<file path="config.mk">
export PLATFORM = sky130hd
export DESIGN_NAME = vga_timing_gen
export DESIGN_NICKNAME = d
export VERILOG_FILES = /design/src/rtl/vga_timing_gen.sv
export SDC_FILE = /design/constraint.sdc
export NUM_CORES = 1
export LEC_CHECK = 0
export CORE_AREA = 2 2 47 82
export DETAILED_ROUTE_END_ITERATION = 10
export DIE_AREA = 0 0 49 84
export GPL_TIMING_DRIVEN = 0
export PLACE_DENSITY = 0.92
export SLEW_MARGIN = 10
export SYNTH_ARGS = -nofsm -noshare
export SYNTH_HDL_FRONTEND = slang
export SYNTH_SLANG_ARGS = --single-unit
</file>
<file path="constraint.sdc">
create_clock -name clock -period 5.3 [get_ports clock]
set_input_delay 1.06 -clock clock [delete_from_list [all_inputs] [get_ports clock]]
set_output_delay 1.06 -clock clock [all_outputs]
set_load 0.02 [all_outputs]
</file>
<file path="src/rtl/vga_timing_gen.sv">
// Parametrised VGA raster timing generator: stage-0 coordinate decodes plus one registered pixel stage.
// Optional colour-bar generator guarded by VGA_TEST_PATTERN_EN (adds the pattern_sel input).
module vga_timing_gen #(
  parameter int H_ACTIVE  = 640,
  parameter int H_FP      = 16,
  parameter int H_SYNC    = 96,
  parameter int H_BP      = 48,
  parameter int V_ACTIVE  = 480,
  parameter int V_FP      = 10,
  parameter int V_SYNC    = 2,
  parameter int V_BP      = 33,
  parameter bit HSYNC_POL = 1'b0,
  parameter bit VSYNC_POL = 1'b0,
  parameter int COLOR_W   = 4,
  localparam int H_TOTAL  = H_ACTIVE + H_FP + H_SYNC + H_BP,
  localparam int V_TOTAL  = V_ACTIVE + V_FP + V_SYNC + V_BP,
  localparam int XW       = $clog2(H_TOTAL),
  localparam int YW       = $clog2(V_TOTAL)
) (
  input  logic               clock,
  input  logic               reset,
  input  logic               enable,
`ifdef VGA_TEST_PATTERN_EN
  input  logic               pattern_sel,
`endif
  input  logic [COLOR_W-1:0] pix_red,
  input  logic [COLOR_W-1:0] pix_green,
  input  logic [COLOR_W-1:0] pix_blue,
  output logic [XW-1:0]      x,
  output logic [YW-1:0]      y,
  output logic               active,
  output logic               line_start,
  output logic               frame_start,
  output logic               hsync,
  output logic               vsync,
  output logic [COLOR_W-1:0] red,
  output logic [COLOR_W-1:0] green,
  output logic [COLOR_W-1:0] blue,
  output logic               blank
);

  localparam logic [XW-1:0] H_LAST      = XW'(H_TOTAL - 1);
  localparam logic [XW-1:0] H_ACT_END   = XW'(H_ACTIVE);
  localparam logic [XW-1:0] H_SYNC_BEG  = XW'(H_ACTIVE + H_FP);
  localparam logic [XW-1:0] H_SYNC_END  = XW'(H_ACTIVE + H_FP + H_SYNC);
  localparam logic [YW-1:0] V_LAST      = YW'(V_TOTAL - 1);
  localparam logic [YW-1:0] V_ACT_END   = YW'(V_ACTIVE);
  localparam logic [YW-1:0] V_SYNC_BEG  = YW'(V_ACTIVE + V_FP);
  localparam logic [YW-1:0] V_SYNC_END  = YW'(V_ACTIVE + V_FP + V_SYNC);

  if (H_FP == 0 || H_SYNC == 0 || H_BP == 0 || V_FP == 0 || V_SYNC == 0 || V_BP == 0) begin : g_param_check
    $error("vga_timing_gen: porch and sync widths must all be non-zero");
  end

  logic [XW-1:0] h_cnt;
  logic [YW-1:0] v_cnt;
  logic          h_last;
  logic          v_last;
  logic          active_raw;
  logic          h_sync_on;
  logic          v_sync_on;
  logic [COLOR_W-1:0] src_red;
  logic [COLOR_W-1:0] src_green;
  logic [COLOR_W-1:0] src_blue;

  assign h_last = (h_cnt == H_LAST);
  assign v_last = (v_cnt == V_LAST);

  // Both counters park at the origin while disabled, so enabling always starts a fresh frame.
  always_ff @(posedge clock or negedge reset) begin
    if (!reset) begin
      h_cnt <= '0;
      v_cnt <= '0;
    end else if (!enable) begin
      h_cnt <= '0;
      v_cnt <= '0;
    end else if (h_last) begin
      h_cnt <= '0;
      v_cnt <= v_last ? '0 : v_cnt + YW'(1);
    end else begin
      h_cnt <= h_cnt + XW'(1);
    end
  end

  assign active_raw = (h_cnt < H_ACT_END) && (v_cnt < V_ACT_END);
  assign h_sync_on  = (h_cnt >= H_SYNC_BEG) && (h_cnt < H_SYNC_END);
  assign v_sync_on  = (v_cnt >= V_SYNC_BEG) && (v_cnt < V_SYNC_END);

  assign x           = h_cnt;
  assign y           = v_cnt;
  assign active      = enable && active_raw;
  assign line_start  = enable && (h_cnt == '0);
  assign frame_start = enable && (h_cnt == '0) && (v_cnt == '0);

`ifdef VGA_TEST_PATTERN_EN
  // Bar index = x*8/H_ACTIVE, built as a count of thresholds crossed to avoid a divider.
  logic [7:1] bar_hit;
  logic [2:0] bar;

  for (genvar gi = 1; gi < 8; gi++) begin : g_bar
    assign bar_hit[gi] = ({h_cnt, 3'b000} >= (XW+3)'(gi * H_ACTIVE));
  end

  always_comb begin
    bar = '0;
    for (int k = 1; k < 8; k++) begin
      bar = bar + 3'(bar_hit[k]);
    end
  end

  assign src_red   = pattern_sel ? {COLOR_W{bar[2]}} : pix_red;
  assign src_green = pattern_sel ? {COLOR_W{bar[1]}} : pix_green;
  assign src_blue  = pattern_sel ? {COLOR_W{bar[0]}} : pix_blue;
`else
  assign src_red   = pix_red;
  assign src_green = pix_green;
  assign src_blue  = pix_blue;
`endif

  // Output stage; idling on disable cuts any sync pulse in progress rather than stretching it.
  always_ff @(posedge clock or negedge reset) begin
    if (!reset) begin
      hsync <= ~HSYNC_POL;
      vsync <= ~VSYNC_POL;
      blank <= 1'b1;
      red   <= '0;
      green <= '0;
      blue  <= '0;
    end else if (!enable) begin
      hsync <= ~HSYNC_POL;
      vsync <= ~VSYNC_POL;
      blank <= 1'b1;
      red   <= '0;
      green <= '0;
      blue  <= '0;
    end else begin
      hsync <= h_sync_on ? HSYNC_POL : ~HSYNC_POL;
      vsync <= v_sync_on ? VSYNC_POL : ~VSYNC_POL;
      blank <= ~active_raw;
      red   <= active_raw ? src_red   : '0;
      green <= active_raw ? src_green : '0;
      blue  <= active_raw ? src_blue  : '0;
    end
  end

endmodule

</file>
==> results.yml, run 1 <==
grt:
  grt_max_degree: 36
  top_usage_layer: "met2"
  grt_use_total_pct: 21.0
  met3_usage_pct: 4.12
  grt_overflow: 0
  grt_pass1_wl_microns: 6580
  met1_usage_pct: 21.1
  antenna_found_initial: 0
  grtUsageMet2_pct: 38.0
  grt_pass1_vias: 1488
pwr:
  power-per-cell-area_nw_per_um2: 255
  cellLeakagePower_nw: 0.976
  peakVddDrop_mv: 0.277
  power_mw: 0.597
sta:
  slew_headroom_pct: 48.6
  finalCriticalPeriod_ps: 4450
  tightest_slew_ps: 770
  fin_hold_ws_ps: 550
  setup_tns_ps: 0
  hold_violations: 0
  fin_skew_ps: 8.91
  layout_setup_ws_ps: 849
  setup_viol: 0
  timing.fmax_mhz: 225
  min_period_over_period_pct: 84.0
  rsz0062_at_grt: "no"
  slew_violations: 0
final_layout:
  antennaDiodeCount: 0
  drive_above_1_share_pct: 10.5
  fin_util_pct: 66.4
  area_growth_pct: 41.3
  nets: 238
detailed_routing:
  vias: 1461
  ant_nets: 0
  drc: 0
  drt_iter0_markers: 66
  routed_wl_microns: 4000
  dr.pass1.iters: 4
  viasPerCell: 5.49
  post_drt_wl_per_cell_microns: 15.0
setup_path:
  cp_slowest_cell: "clkdlybuf4s50_1"
  end_kind: "output pin"
  max_stage_delay_ps: 670
  r2r_start: "x[0]"
  crit_type: "in -> out"
  crit_path_start_kind: "input port"
  crit_fanout: 10
  cpMostUsedCell: "clkdlybuf4s50_1"
  critical_path_required_ps: 4240
  cp_cell_sequence: "clkdlybuf4s50_1, inv_1, nor3_1, clkbuf_1, clkdlybuf4s50_1"
  startpoint: "enable"
  cp.arrival_ps: 3390
cts:
  clk_latency_ps: 290
  cts_tree: "yes"
  cts_buffer_depth: 2
  cts_resized: 0
  root_buffer: "clkbuf_8"
  cts_hold_buf: 0
  cts_setup_buffers: 0
  clock-sinks: 35
  clk_pin_slew_ps: 70
  htree_levels: 2
  cts_buffers: 5
logic_synthesis:
  ys.flop_type: "dfrtp_1"
  yosys.area_share.simple_pct: 25.1
  async_reset_ff_share_pct: 100
  ys.warnings.count: 0
  synth.avg_cell_area_sq_um: 10.3
  synth_compound_area_share_pct: 11.2
  synth_cell_types: 40
  synth.area.mux_share_pct: 0.680
  yosysSeqAreaShare_pct: 53.1
  syn_inst: 160
  synth_edf_count: 0
  synth_top_family_by_area: "simple AND/OR/NAND/NOR gates"
  netlist_area_sq_um: 1660
  synth-seq-cells: 35
  syn_nets: 179
  synthXorXnorAreaFrac_pct: 3.17
  synthAdderAreaFrac_pct: 3.02
placed_design:
  dp_worst_setup_slack_ps: 811
  io_buffers: 52
  gp_congestion: 0.867
  dp.final_hpwl_microns: 2840
status:
  status: "finished, final reports clean"
floorplan:
  start_util_pct: 47.0
  die_area_sq_um: 4120
  dieWidth_microns: 49
  core-area_sq_um: 3520
  die_height_microns: 84
  rows: 29
  io_pins: 53
flow_run:
  cap_violations: 0
min_path:
  hold_class: "reg -> reg"
  hold_path_startpoint: "x[0]"
final timing paths:
kind	cells past startpoint	slack [ps]	end
setup / recovery	5	850	active
hold / removal	1	550	x[0]
setup reg to reg	6	3280	y[6]
hold reg to reg	1	550	x[0]
max in group asynchronous	1	3960	blue[3]
min in group asynchronous	1	840	y[3]
metal layers:
layer  share of wire, %  up-vias
li1                   -      678
met1                 36      712
met2                 55       56
met3                4.2       15
met4                3.9        0
met5                  0        -
state kept, by name, indices dropped and copies added (netlist names):
name	flops
y	10
red	4
blank	1
vsync	1
blue	4
hsync	1
green	4
x	10
cells by family after synthesis:
kind of cell / count (synthesis)
simple gates: 73
flops: 35
compound gates: 26
buf+inv: 15
xor+xnor: 6
fa+ha+maj: 4
mux: 1
cell type report:
type,count,area [sq um]
well taps,46,57.6
plain buffers,5,23.8
clock buffers,6,72.6
flip-flops and latches,35,880
inverters,10,37.5
clock inverters,2,37.5
multi-input cells,110,714
repair buffers,52,515
fillers,290,1180
report_power, final:
group          internal (mW)  switching (mW)
Combinational         0.0373          0.0399
Sequential             0.275         0.00496
Clock                  0.140          0.0994
synthesized netlist by cell type, types with 2 or more instances:
master    number  share of area [%]
nor2_1        14                3.2
a21oi_1        3               0.91
or3_1          3                1.1
dfstp_2        3                4.8
o211ai_1       2               0.91
nand2_1        6                1.4
dfrtp_1       32                 48
a21o_1         2               0.91
and2_1        14                5.3
xnor2_1        4                2.1
xor2_1         2                1.1
inv_1         10                2.3
a22o_1         5                2.6
nand4_1        4                1.5
buf_2          3               0.91
o31ai_1        4                1.8
nor3_1         8                2.4
o21ai_0        6                1.8
nor4_1         3                1.1
and4_1         2                1.1
nand3_1        6                1.8
ha_1           4                3.0
nor2b_1        2               0.76
and3_1         2               0.76
placed cells by master (no fill, tap or decap), types with 6 or more instances in the layout:
cell             instances
and2_1                  14
clkdlybuf4s50_1         51
dfrtp_1                 32
inv_1                   10
nand2_1                  6
nand3_1                  6
nor2_1                  14
nor3_1                   8
o21ai_0                  6
through the flow:
step / std cells / cell area (sq um)
4_1_cts: 266 / 2340
2_1_floorplan: 160 / 1660
6_report: 266 / 2340
5_1_grt: 266 / 2340
3_5_place_dp: 258 / 2230
3_3_place_gp: 258 / 2230
worst max-delay path, delay by kind of cell:
kind | cells | cell delay, ps
and+or+nand+nor | 1 | 470
buffers and inverters | 4 | 1860
No activity file was read; power rests on OpenSTA's default activity.
==> inputs of run 2 (changes only) <==
--- a/config.mk
+++ b/config.mk
@@ -5,11 +5,11 @@
 export SDC_FILE = /design/constraint.sdc
 export NUM_CORES = 1
 export LEC_CHECK = 0
-export CORE_AREA = 2 2 47 82
+export CORE_AREA = 2 2 52 90
 export DETAILED_ROUTE_END_ITERATION = 10
-export DIE_AREA = 0 0 49 84
+export DIE_AREA = 0 0 54 92
 export GPL_TIMING_DRIVEN = 0
-export PLACE_DENSITY = 0.92
+export PLACE_DENSITY = 0.82
 export SLEW_MARGIN = 10
 export SYNTH_ARGS = -nofsm -noshare
 export SYNTH_HDL_FRONTEND = slang
==> constraint.sdc (replaced) <==
create_clock -name clock -period 4.09 [get_ports clock]
set_input_delay 0.818 -clock clock [delete_from_list [all_inputs] [get_ports clock]]
set_output_delay 0.818 -clock clock [all_outputs]
set_load 0.02 [all_outputs]
==> results.yml, run 2 (synthesized netlist as in run 1, its figures left out) <==
sta:
  layout_setup_ws_ps: 255
  slew_violations: 0
  setup_tns_ps: 0
  slew_headroom_pct: 47.4
  min_period_over_period_pct: 93.8
  fin_skew_ps: 3.64
  rsz0062_at_grt: "no"
  timing.fmax_mhz: 261
  hold_violations: 0
  tightest_slew_ps: 789
  finalCriticalPeriod_ps: 3830
  fin_hold_ws_ps: 537
  setup_viol: 0
detailed_routing:
  vias: 1461
  viasPerCell: 5.39
  post_drt_wl_per_cell_microns: 14.9
  drt_iter0_markers: 34
  ant_nets: 0
  dr.pass1.iters: 4
  routed_wl_microns: 4050
  drc: 0
pwr:
  power_mw: 0.707
  comb_power_share_pct: 14.3
  internal_power_mw: 0.524
  pwr-share-clk_pct: 34.3
  power-per-cell-area_nw_per_um2: 304
  cellLeakagePower_nw: 0.967
  sequentialPowerShare_pct: 51.4
  swShare_pct: 25.9
  p_switching_mw: 0.183
  peakVddDrop_mv: 0.207
floorplan:
  die_height_microns: 92
  start_util_pct: 38.3
  die_area_sq_um: 4970
  core-area_sq_um: 4320
  dieWidth_microns: 54
  io_pins: 53
  rows: 32
setup_path:
  cp_cell_sequence: "clkdlybuf4s50_1, inv_1, nor3_2, clkbuf_1, clkdlybuf4s50_1"
  cpMostUsedCell: "clkdlybuf4s50_1"
  startpoint: "enable"
  crit_path_start_kind: "input port"
  cp.arrival_ps: 3020
  timing.rr.end: "y[6]"
  max_stage_delay_ps: 670
  endpoint: "active"
  crit_type: "in -> out"
  r2r_start: "x[0]"
  r2r_slack_ps: 2120
  r2r_cells: 6
  crit_fanout: 10
  end_kind: "output pin"
  cp_slowest_cell: "clkdlybuf4s50_1"
  critical_path_required_ps: 3270
placed_design:
  io_buffers: 52
  gp_congestion: 0.727
  dp_worst_setup_slack_ps: 111
  dp.final_hpwl_microns: 2900
grt:
  grt_pass1_vias: 1455
  grt_use_total_pct: 18.6
  grt_overflow: 0
  grt_pass1_wl_microns: 6730
  antenna_found_initial: 0
  grt_max_degree: 36
cts:
  cts_buffers: 5
  cts_buffer_depth: 2
  clk_latency_ps: 280
  clock-sinks: 35
  htree_levels: 2
  cts_hold_buf: 0
  root_buffer: "clkbuf_8"
  clk_pin_slew_ps: 70
  cts_tree: "yes"
final_layout:
  final_common_cell: "clkdlybuf4s50_1"
  area_growth_pct: 40.4
  nets: 238
  antennaDiodeCount: 0
  drive_above_1_share_pct: 10.9
  mostFrequentLayoutCells: "clkdlybuf4s50_1 (51), dfrtp_1 (32), and2_1 (14), nor2_1 (14), inv_1 (10)"
  fin_util_pct: 53.8
status:
  status: "finished, final reports clean"
flow_run:
  cap_violations: 0
min_path:
  hold_class: "reg -> reg"
run 2: changes by cell type in the layout (fill, tap and decap cells not counted):
cell	previous run	this run
nor3_1	8	7
bufinv_16	1	0
nor3_2	0	1
clkinv_2	0	1
run 2: layout make-up:
| type | count | area [sq um] |
|---|---|---|
| multi-input cells | 110 | 719 |
| flip-flops and latches | 35 | 880 |
| well taps | 51 | 63.8 |
| inverters | 10 | 37.5 |
| plain buffers | 5 | 23.8 |
| clock buffers | 6 | 72.6 |
| clock inverters | 2 | 12.5 |
| fillers | 412 | 2000 |
| repair buffers | 52 | 515 |
run 2: power groups by stage:
stage,Combinational [mW],Clock (mW),Sequential [mW]
4_1_cts,0.103,0.252,0.364
3_5_place_dp,0.102,0,0.370
2_1_floorplan,0.0319,0,0.383
5_1_grt,0.110,0.268,0.365
6_report,0.101,0.243,0.363
3_3_place_gp,0.100,0,0.369
run 2: how the worst min path moves through the flow:
| stage | from | end | slack (ps) | cells after the start |
|---|---|---|---|---|
| 6_report | x[0] | x[0] | 540 | 1 |
| 2_1_floorplan | reset | blue[0] | 520 | 0 |
| 3_3_place_gp | x[0] | x[0] | 520 | 1 |
| 3_5_place_dp | x[0] | x[0] | 530 | 1 |
| 4_1_cts | x[0] | x[0] | 550 | 1 |
| 5_1_grt | x[0] | x[0] | 590 | 1 |
run 2: critical path: cells and delay by family:
family | cells | cell delay (ps)
buffers and inverters | 4 | 1890
AND/OR/NAND/NOR | 1 | 310
run 2: repair_timing:
| action | 4_1_cts | 5_1_grt |
|---|---|---|
| buffers inserted | 0 | 0 |
| setup endpoints to repair | 0 | 1 |
| resized for setup | 0 | 1 |
run 2: per-stage QoR:
stage,cell area (sq um),cells
floorplan,1660,160
finish,2320,271
global route,2320,271
detailed placement,2230,263
global placement,2240,263
CTS,2320,271
run 2: per-layer routing:
metal	up-vias	wire (microns)	share of wire, %	global-route usage, %
met5	-	0	0	0
met4	0	101	2.5	8.96
met3	9	172	4.3	3.42
met2	50	2320	57	31.7
met1	724	1450	36	21.2
li1	678	-	-	-
